### config.mk
export PLATFORM = sky130hd
export DESIGN_NAME = adder_pipe_scheduler
export DESIGN_NICKNAME = d
export VERILOG_FILES = /design/src/rtl/adder_pipe_pkg.sv /design/src/rtl/adder_pipe_scheduler.sv
export SDC_FILE = /design/constraint.sdc
export NUM_CORES = 1
export LEC_CHECK = 0
export BUFFER_PORTS_ARGS = -buffer_cell sky130_fd_sc_hd__buf_2
export CORE_ASPECT_RATIO = 0.75
export CORE_MARGIN = 2
export CORE_UTILIZATION = 45
export DETAILED_ROUTE_END_ITERATION = 8
export PLACE_DENSITY = 0.83
export SYNTH_ARGS = -nofsm -noshare
export SYNTH_HDL_FRONTEND = slang
export SYNTH_SLANG_ARGS = --single-unit
### constraint.sdc
create_clock -name clk -period 3.3 [get_ports clk]
set_input_delay 0.165 -clock clk [delete_from_list [all_inputs] [get_ports clk]]
set_output_delay 0.165 -clock clk [all_outputs]
set_load 0.03 [all_outputs]
### src/rtl/adder_pipe_pkg.sv
// Shared definitions for the parity-protected adder pipeline and its flow scheduler.
package adder_pipe_pkg;

    typedef enum logic {
        RUN   = 1'b0,
        SCRUB = 1'b1
    } sched_state_e;

    localparam int DEFAULT_WORD_WIDTH = 8;
    localparam int DEFAULT_LAYERS     = 4;

endpackage

### src/rtl/adder_pipe_scheduler.sv
// Flow controller for the cascaded adder pipeline: handshakes, per-layer hold,
// error qualification, post-error scrub and sticky alarm / saturating error count.
module adder_pipe_scheduler
    import adder_pipe_pkg::*;
#(
    parameter int WORD_WIDTH = DEFAULT_WORD_WIDTH,
    parameter int LAYERS     = DEFAULT_LAYERS,
    parameter int CNT_WIDTH  = 8
) (
    input  logic                  clk,
    input  logic                  rst,
    input  logic                  in_valid,
    output logic                  in_ready,
    input  logic [WORD_WIDTH-1:0] in_data,
    output logic [WORD_WIDTH-1:0] input_vector,
    output logic [LAYERS-1:0]     hold_signals,
    input  logic [LAYERS-1:0]     error_signals,
    input  logic [WORD_WIDTH-1:0] sum,
    output logic                  out_valid,
    input  logic                  out_ready,
    output logic [WORD_WIDTH-1:0] out_data,
    output logic                  alarm,
    input  logic                  alarm_clr,
    output logic [CNT_WIDTH-1:0]  err_count,
    output logic                  busy
);

    localparam int L   = LAYERS - 1;
    localparam int SCW = $clog2(LAYERS + 1);
    localparam logic [SCW-1:0] SCRUB_LAST = SCW'(LAYERS - 1);

    sched_state_e         state_q, state_d;
    logic [LAYERS-1:0]    vld_q, vld_d;
    logic [LAYERS-1:0]    hold_s;
    logic [SCW-1:0]       scrub_cnt_q, scrub_cnt_d;
    logic                 alarm_q, alarm_d;
    logic [CNT_WIDTH-1:0] err_cnt_q, err_cnt_d;
    logic                 err_hit_s;
    logic                 accept_s;

    assign err_hit_s    = (state_q == RUN) & (|(error_signals & vld_q));
    assign accept_s     = in_valid & in_ready;
    assign input_vector = in_data;
    assign out_data     = sum;
    assign alarm        = alarm_q;
    assign err_count    = err_cnt_q;

    // A layer holds only when it and every layer after it are live and the sink stalls,
    // which is the unrolled form of hold[i] = vld[i] & hold[i+1].
    for (genvar i = 0; i < LAYERS; i++) begin : g_layer
        assign hold_s[i] = (&vld_q[L:i]) & ~out_ready;
        if (i == 0) begin : g_first
            assign vld_d[i] = err_hit_s ? 1'b0 : (hold_s[i] ? vld_q[i] : accept_s);
        end else begin : g_adv
            assign vld_d[i] = err_hit_s ? 1'b0 : (hold_s[i] ? vld_q[i] : vld_q[i-1]);
        end
    end

    // State, occupancy, scrub counter, alarm and error counter registers
    always_ff @(posedge clk or posedge rst) begin
        if (rst) begin
            state_q     <= RUN;
            vld_q       <= '0;
            scrub_cnt_q <= '0;
            alarm_q     <= 1'b0;
            err_cnt_q   <= '0;
        end else begin
            state_q     <= state_d;
            vld_q       <= vld_d;
            scrub_cnt_q <= scrub_cnt_d;
            alarm_q     <= alarm_d;
            err_cnt_q   <= err_cnt_d;
        end
    end

    // Next state: a qualified error starts a scrub lasting exactly LAYERS cycles
    always_comb begin
        state_d     = state_q;
        scrub_cnt_d = scrub_cnt_q;
        case (state_q)
            RUN: begin
                scrub_cnt_d = '0;
                if (err_hit_s) begin
                    state_d = SCRUB;
                end else begin
                    state_d = RUN;
                end
            end
            SCRUB: begin
                if (scrub_cnt_q == SCRUB_LAST) begin
                    state_d     = RUN;
                    scrub_cnt_d = '0;
                end else begin
                    state_d     = SCRUB;
                    scrub_cnt_d = scrub_cnt_q + 1'b1;
                end
            end
            default: begin
                state_d     = RUN;
                scrub_cnt_d = '0;
            end
        endcase
    end

    // Sticky alarm (set beats clear) and saturating error count
    always_comb begin
        alarm_d   = alarm_q;
        err_cnt_d = err_cnt_q;
        if (err_hit_s) begin
            alarm_d = 1'b1;
            if (err_cnt_q != '1) begin
                err_cnt_d = err_cnt_q + 1'b1;
            end else begin
                err_cnt_d = err_cnt_q;
            end
        end else if (alarm_clr) begin
            alarm_d = 1'b0;
        end else begin
            alarm_d = alarm_q;
        end
    end

    // Outputs: in_ready also drops on a qualified error so no word is claimed and then discarded
    always_comb begin
        hold_signals = '0;
        in_ready     = 1'b0;
        out_valid    = 1'b0;
        busy         = 1'b0;
        case (state_q)
            RUN: begin
                hold_signals = hold_s;
                in_ready     = ~hold_s[0] & ~err_hit_s;
                out_valid    = vld_q[L] & ~err_hit_s;
                busy         = 1'b0;
            end
            SCRUB: begin
                hold_signals = '0;
                in_ready     = 1'b0;
                out_valid    = 1'b0;
                busy         = 1'b1;
            end
            default: begin
                hold_signals = '0;
                in_ready     = 1'b0;
                out_valid    = 1'b0;
                busy         = 1'b0;
            end
        endcase
    end

endmodule

==> results of run 1 <==
[logic make-up (layout without fill, tap and decap cells)]
group	after synthesis	after routing	share of synthesized area [%]
and+or+nand+nor	30	30	16.8
buffers and inverters	20	33	14.6
DFF	17	17	45.8
AOI/OAI and AO/OA	12	12	11.7
xor gates and xnor gates	5	5	4.72
muxes	3	3	3.64
adders and majority gates	2	2	2.69
[report_power, final]
| group | switching, mW | internal [mW] |
|---|---|---|
| logic | 0.215 | 0.122 |
| registers | 0.0800 | 0.276 |
| clock network | 0.0608 | 0.0470 |
| total | 0.356 | 0.445 |
[worst max-delay path, stage by stage (launching register included)]
cell and delay [ns]:
sky130_fd_sc_hd__dfrtp_1 0.38, sky130_fd_sc_hd__nor2b_1 0.25, sky130_fd_sc_hd__and3_1 0.25, sky130_fd_sc_hd__nor2b_1 0.17, sky130_fd_sc_hd__and2_1 0.13, sky130_fd_sc_hd__buf_2 0.18
[per-stage QoR]
| step | total power [mW] | hold slack [ns] | utilization (%) | worst slack, ns |
|---|---|---|---|---|
| after detailed placement | 0.701 | 0.275 | 48.4 | 1.79 |
| after global routing | 0.861 | 0.0785 | 50.3 | 1.37 |
| after floorplan | 0.638 | 0.0911 | - | 1.48 |
| final | 0.800 | 0.0630 | 50.3 | 1.47 |
| after CTS | 0.812 | 0.0605 | 50.3 | 1.46 |
| after global placement | 0.687 | 0.264 | 48.4 | 1.84 |
[cells in the mapped netlist]
cell type	number
sky130_fd_sc_hd__nand2_1	4
sky130_fd_sc_hd__nor2b_1	4
sky130_fd_sc_hd__ha_1	2
sky130_fd_sc_hd__o21ai_0	2
sky130_fd_sc_hd__and2_1	2
sky130_fd_sc_hd__nand2b_1	1
sky130_fd_sc_hd__nand3_1	1
sky130_fd_sc_hd__o21ai_2	1
sky130_fd_sc_hd__xnor2_1	2
sky130_fd_sc_hd__nor2_1	10
sky130_fd_sc_hd__a21oi_1	2
sky130_fd_sc_hd__a21o_4	1
sky130_fd_sc_hd__inv_1	4
sky130_fd_sc_hd__mux2_1	1
sky130_fd_sc_hd__nand4_1	2
sky130_fd_sc_hd__a21oi_4	1
sky130_fd_sc_hd__a22oi_2	2
sky130_fd_sc_hd__o2111ai_1	1
sky130_fd_sc_hd__xor2_1	3
sky130_fd_sc_hd__dfrtp_1	17
sky130_fd_sc_hd__buf_4	16
sky130_fd_sc_hd__mux2_2	2
sky130_fd_sc_hd__and4b_1	1
sky130_fd_sc_hd__a211oi_1	1
sky130_fd_sc_hd__o211ai_1	1
sky130_fd_sc_hd__nor3_2	1
sky130_fd_sc_hd__nor3_1	2
sky130_fd_sc_hd__and3_1	2
[worst paths after layout]
check,startpoint,endpoint,slack (ns)
max,vld_q[3],hold_signals[0],1.47
min,alarm_clr,alarm,0.06
max reg2reg,err_count[0],err_count[7],1.76
min reg2reg,scrub_cnt_q[0],scrub_cnt_q[0],0.44
max in group asynchronous,rst,err_count[5],2.40
min in group asynchronous,rst,scrub_cnt_q[2],0.50
[timing repair]
| action | 4_1_cts | 5_1_grt |
|---|---|---|
| resized for setup | 0 | 0 |
| endpoints found under the hold margin | 17 | 0 |
| hold buffers | 1 | 0 |
[flip-flops by register name, summed over array words and instances, names as in the netlist]
signal,flops
scrub_cnt_q,3
vld_q,4
err_count,8
state_q,1
alarm,1
[final cells by class]
class	instances	area (µm²)	area share (%)
clock buffer	4	26.3	2.64
tap	24	30.0	3.02
inverter	4	15.0	1.51
sequential	17	425	42.8
timing repair buffer	25	130	13.1
multi-input combinational	52	368	37.0
[per-layer routing]
layer  share of wire [%]  up-vias  wire [µm]
met5                   0        -          0
met4                 2.8        0         44
met3                 8.0        9        125
met2                  45       32        705
met1                  44      301        689
li1                    -      311          -
==> flow_metrics.py, run 1 <==
metrics = {
    "critical_path": {
        "worst_r2r_path_depth": 5,
        "critical_path_arrival_ns": 1.67,
        "timing.critical_path.fanout_max": 4,
        "criticalPathCategory": "reg2out",
        "type_of_element_capturing_the_critical_path": "primary output",
        "cp_data_required_time_ns": 3.13,
        "cp-start-kind": "flip-flop",
    },
    "timing": {
        "slew_viol_final": 0,
        "fmaxAchievable_mhz": 546,
        "timing.final.crit_share_pct": 55.5,
        "slew-limit-headroom_pct": 58.0,
        "timing.final.hold_violations": 0,
        "timing_worst_slew_pin_value_ns": 0.629,
        "timing.final.setup_violations": 0,
        "setup-tns-final_ns": 0,
        "finalWorstPathRequiredPeriod_ns": 1.83,
        "fin_worst_skew_ns": 0.00230,
        "rsz_0062_raised_after_global_routing": "false",
    },
    "floorplan": {
        "fp.coreArea_um2": 1980,
        "dieArea_um2": 2450,
        "io_pins": 57,
        "fp-row-count": 14,
        "die_height_um": 43.3,
        "die_width_um": 56.4,
        "initial_core_utilization_pct": 46.9,
    },
    "placed_design": {
        "placement.cell_area_um2": 958,
        "dp_hpwl_mm": 1.19,
        "gp_routability_congestion": 0.722,
        "placement.io_buffers": 24,
        "numPlacedInstances": 121,
    },
    "clocking": {
        "htreeDepth": 1,
        "clk_latency_ns": 0.29,
        "clockBufferDepth": 2,
        "cts.sink_count": 17,
        "cts_tree": "built",
        "cts_root_buffer": "sky130_fd_sc_hd__clkbuf_4",
        "cts_inserted_buffers": 3,
        "cts_setup_buffers": 0,
        "path_clk_slew_ns": 0.09,
    },
    "global_route": {
        "groute.usage.overall_pct": 14.7,
        "number_of_antenna_violations_at_the_first_check_in_global_routing": 0,
        "via_count_of_the_first_global_routing_pass": 626,
        "global_route.usage.met2_pct": 23.0,
        "grt_start_max_net_pins": 18,
        "gr-total-overflow": 0,
        "first_pass_grt_wire_length_mm": 2.75,
        "globalRoute.busiestLayer": "met2",
        "grtUsageMet1_pct": 17.5,
        "global_route.usage.met3_pct": 5.07,
    },
    "hold_path": {
        "hold_path_class": "in2reg",
        "count_of_cells_along_the_worst_hold_path": 2,
    },
    "yosys": {
        "post_synth_num_cell_types": 28,
        "synth_top_cells_by_area": "sky130_fd_sc_hd__dfrtp_1, sky130_fd_sc_hd__buf_4, sky130_fd_sc_hd__nor2_1",
        "synthesis_warnings": 0,
        "synthCells": 89,
        "synth-seq-area-share_pct": 45.8,
        "syn_area_um2": 928,
        "mapped_avg_cell_area_um2": 10.4,
        "ys_seq_elements": 17,
        "post-synth-top-area-fraction_pct": 45.8,
        "netlist.top_cell.by_area": "sky130_fd_sc_hd__dfrtp_1",
        "synth_fp_nets": 116,
    },
    "drt": {
        "detailroute.via_count": 653,
        "detail-route-antenna-nets": 0,
        "drtPass1Iterations": 4,
        "wirelength_mm": 1.56,
        "drcViolationCount": 0,
        "drtIter0Drc": 11,
        "vias_per_cell": 5.18,
        "avgRoutedWirePerCell_um": 12.4,
    },
    "pwr": {
        "total_leakage_power_nw": 0.507,
        "powerDensity_nw_per_um2": 805,
        "ir_worst_vdd_v": 0.000619,
    },
    "cells_and_area": {
        "area.growth.synth_to_final_pct": 7.14,
        "n_antenna_cell": 0,
        "final_cell_count_no_fill": 126,
        "drive_above_1_share_pct": 34.3,
        "fillers": 195,
        "layout.cells.most_common_list": "sky130_fd_sc_hd__buf_2, sky130_fd_sc_hd__dfrtp_1, sky130_fd_sc_hd__nor2_1",
        "final_common_cell": "sky130_fd_sc_hd__buf_2",
        "final_design_area_no_fill_um2": 995,
        "num-nets-final": 130,
    },
    "run": {
        "cap_violations": 0,
    },
    "status": {
        "run_status": "complete, no violations",
    },
}
No activity file was read; power rests on OpenSTA's default activity.
==> run 2, diff against run 1 <==
--- a/config.mk
+++ b/config.mk
@@ -5,12 +5,13 @@
 export SDC_FILE = /design/constraint.sdc
 export NUM_CORES = 1
 export LEC_CHECK = 0
+export ABC_AREA = 1
 export BUFFER_PORTS_ARGS = -buffer_cell sky130_fd_sc_hd__buf_2
 export CORE_ASPECT_RATIO = 0.75
 export CORE_MARGIN = 2
-export CORE_UTILIZATION = 45
+export CORE_UTILIZATION = 44
 export DETAILED_ROUTE_END_ITERATION = 8
-export PLACE_DENSITY = 0.83
+export PLACE_DENSITY = 0.79
 export SYNTH_ARGS = -nofsm -noshare
 export SYNTH_HDL_FRONTEND = slang
 export SYNTH_SLANG_ARGS = --single-unit
==> constraint.sdc (replaced) <==
create_clock -name clk -period 1.85 [get_ports clk]
set_input_delay 0.0925 -clock clk [delete_from_list [all_inputs] [get_ports clk]]
set_output_delay 0.0925 -clock clk [all_outputs]
set_load 0.03 [all_outputs]
==> run 2 against run 1 <==
Against the previous run:
- sequential power grew 73%
- count of clock-buffer cells in the layout did not move
- register-to-register slack got worse by 1.4 ns
- worst hold slack better by 0.0019 ns
- sequential cell count is the same
- critical path depth did not move
- largest cell class is now multi-input combinational cells
==> flow_metrics.py, run 2 <==
metrics = {
    "cells_and_area": {
        "num-nets-final": 175,
        "multi_input_area_um2": 447,
        "layout.core_utilization_pct": 49.8,
        "final_cell_count_no_fill": 181,
        "largest_reg_flops": 8,
        "fillers": 220,
        "drive_above_1_share_pct": 23.1,
        "final-seq-area_um2": 425,
        "n_antenna_cell": 0,
        "area.growth.synth_to_final_pct": 8.01,
        "final_common_cell": "sky130_fd_sc_hd__nand2_1",
        "layout.cells.most_common_list": "sky130_fd_sc_hd__nand2_1, sky130_fd_sc_hd__buf_2, sky130_fd_sc_hd__dfrtp_1",
    },
    "critical_path": {
        "critPathSlowestCell": "sky130_fd_sc_hd__dfrtp_1",
        "endpoint_of_the_lowest_slack_register_to_register_path": "err_count[7]",
        "rr_startpoint": "err_count[0]",
        "cp-start-kind": "flip-flop",
        "criticalPathCategory": "reg2out",
        "worst_r2r_path_depth": 6,
        "max_stage_delay_ns": 0.61,
        "cp_data_required_time_ns": 1.76,
        "r2r_slack_ns": 0.41,
        "type_of_element_capturing_the_critical_path": "primary output",
        "crit_chain": "inv_1, o21ai_2, nand2_1, nor2_1, buf_2",
        "timing.critical_path.fanout_max": 10,
        "critical_path_arrival_ns": 1.55,
    },
    "timing": {
        "finalWorstPathRequiredPeriod_ns": 1.65,
        "timing.final.setup_violations": 0,
        "fin_ws_ns": 0.205,
        "slew_viol_final": 0,
        "timing.final.crit_share_pct": 88.9,
        "fmaxAchievable_mhz": 608,
        "setup-tns-final_ns": 0,
        "rsz_0062_raised_after_global_routing": "false",
        "timing_worst_slew_pin_value_ns": 0.617,
        "fin_worst_skew_ns": 0.0141,
        "slew-limit-headroom_pct": 58.8,
        "timing.final.hold_violations": 0,
    },
    "placed_design": {
        "placement.io_buffers": 24,
        "gp_routability_congestion": 0.779,
        "numPlacedInstances": 175,
        "place_worst_setup_slack_ns": 0.452,
        "dp_hpwl_mm": 1.48,
    },
    "pwr": {
        "total_leakage_power_nw": 0.632,
        "powerDensity_nw_per_um2": 1270,
        "ir_worst_vdd_v": 0.000404,
    },
    "run": {
        "cap_violations": 0,
    },
    "status": {
        "run_status": "complete, no violations",
    },
    "drt": {
        "vias_per_cell": 4.69,
        "avgRoutedWirePerCell_um": 10.6,
        "detail-route-antenna-nets": 0,
        "drtPass1Iterations": 4,
        "detailroute.via_count": 849,
        "wirelength_mm": 1.91,
        "drtIter0Drc": 50,
        "drcViolationCount": 0,
    },
    "yosys": {
        "synth.cells.most_frequent": "sky130_fd_sc_hd__nand2_1, sky130_fd_sc_hd__dfrtp_1, sky130_fd_sc_hd__buf_4",
        "synth_enable_flop_cells": 0,
        "ys_dominant_reg_cell": "sky130_fd_sc_hd__dfrtp_1",
        "synthesis_warnings": 0,
        "synth_async_sr_flop_share_pct": 100,
        "post-synth-top-count-cell": "sky130_fd_sc_hd__nand2_1",
        "syn_area_um2": 1050,
        "post_synth_num_cell_types": 23,
        "synth_fp_nets": 161,
        "netlist.top_cell.by_area": "sky130_fd_sc_hd__dfrtp_1",
        "synth-seq-area-share_pct": 40.7,
        "synth_top_cells_by_area": "sky130_fd_sc_hd__dfrtp_1, sky130_fd_sc_hd__nand2_1, sky130_fd_sc_hd__buf_4",
        "mapped_avg_cell_area_um2": 7.81,
        "ys_seq_elements": 17,
        "post-synth-top-area-fraction_pct": 40.7,
        "synthCells": 134,
    },
    "clocking": {
        "path_clk_slew_ns": 0.08,
        "cts_root_buffer": "sky130_fd_sc_hd__clkbuf_4",
        "cts_resized": 0,
        "clk_latency_ns": 0.29,
        "clockBufferDepth": 2,
        "cts_setup_buffers": 0,
        "htreeDepth": 1,
        "cts_inserted_buffers": 3,
        "cts_tree": "built",
        "cts.sink_count": 17,
        "cts-hold-fix-buffers": 2,
    },
    "floorplan": {
        "fp-row-count": 15,
        "io_pins": 57,
        "die_height_um": 46.2,
        "die_width_um": 60.3,
        "dieArea_um2": 2790,
        "fp.coreArea_um2": 2270,
        "initial_core_utilization_pct": 46.1,
    },
    "global_route": {
        "number_of_antenna_violations_at_the_first_check_in_global_routing": 0,
        "gr-total-overflow": 0,
        "groute.usage.overall_pct": 15.5,
        "first_pass_grt_wire_length_mm": 3.12,
        "grt_start_max_net_pins": 18,
        "via_count_of_the_first_global_routing_pass": 739,
    },
    "hold_path": {
        "count_of_cells_along_the_worst_hold_path": 3,
        "min_delay_worst_endpoint": "vld_q[0]",
        "hold_path_class": "in2reg",
        "worstHoldStart": "in_valid",
    },
}
-- run 2: cell families after synthesis --
logic type	share of synthesized area, %
buffers and inverters	16.6
flip-flops	40.7
AND/OR/NAND/NOR	33.6
adder cells (fa/ha/maj)	2.39
AO/OA/AOI/OAI	4.19
XOR/XNOR	2.51
-- run 2: stage by stage --
step	cell area [µm²]	hold slack, ns	power, mW
2_1_floorplan	1050	0.0186	1.15
3_3_place_gp	1080	0.185	1.23
3_5_place_dp	1080	0.185	1.24
4_1_cts	1130	0.0520	1.45
5_1_grt	1130	0.0473	1.56
6_report	1130	0.0649	1.43
-- run 2: critical path, delay by kind of cell, from the launching register on --
family                 cells  cell delay (ns)
buffers and inverters      2             0.35
AND/OR/NAND/NOR            2             0.17
flip-flops                 1             0.61
AO/OA/AOI/OAI              1             0.15
-- run 2: where the power goes --
| part | switching [mW] | leakage (nW) | internal, mW |
|---|---|---|---|
| logic | 0.424 | 0.393 | 0.197 |
| clock network | 0.111 | 0.0150 | 0.0837 |
| registers | 0.137 | 0.224 | 0.480 |
-- run 2: worst max-delay path by stage --
stage	cells past startpoint	slack (ns)	endpoint	from
floorplan	5	0.32	in_ready	state_q
global placement	6	0.52	err_count[7]	err_count[0]
detailed placement	6	0.45	err_count[7]	err_count[0]
CTS	5	0.18	out_valid	state_q
global route	5	0.08	out_valid	state_q
finish	5	0.20	out_valid	state_q
-- run 2: layer usage --
| layer | part of all wire (%) | track usage (%) | vias up | routed length, µm |
|---|---|---|---|---|
| li1 | - | - | 428 | - |
| met1 | 48 | 18.3 | 387 | 911 |
| met2 | 45 | 26.3 | 30 | 863 |
| met3 | 5.3 | 3.93 | 4 | 101 |
| met4 | 1.8 | 8.00 | 0 | 34 |
| met5 | 0 | 0 | - | 0 |
-- run 2: layout make-up --
type                    instances  area share (%)
multi-input cells              87            39.5
well taps                      34            3.77
repair buffers                 26            12.4
flip-flops and latches         17            37.7
inverters                      13            4.32
clock buffers                   4            2.33
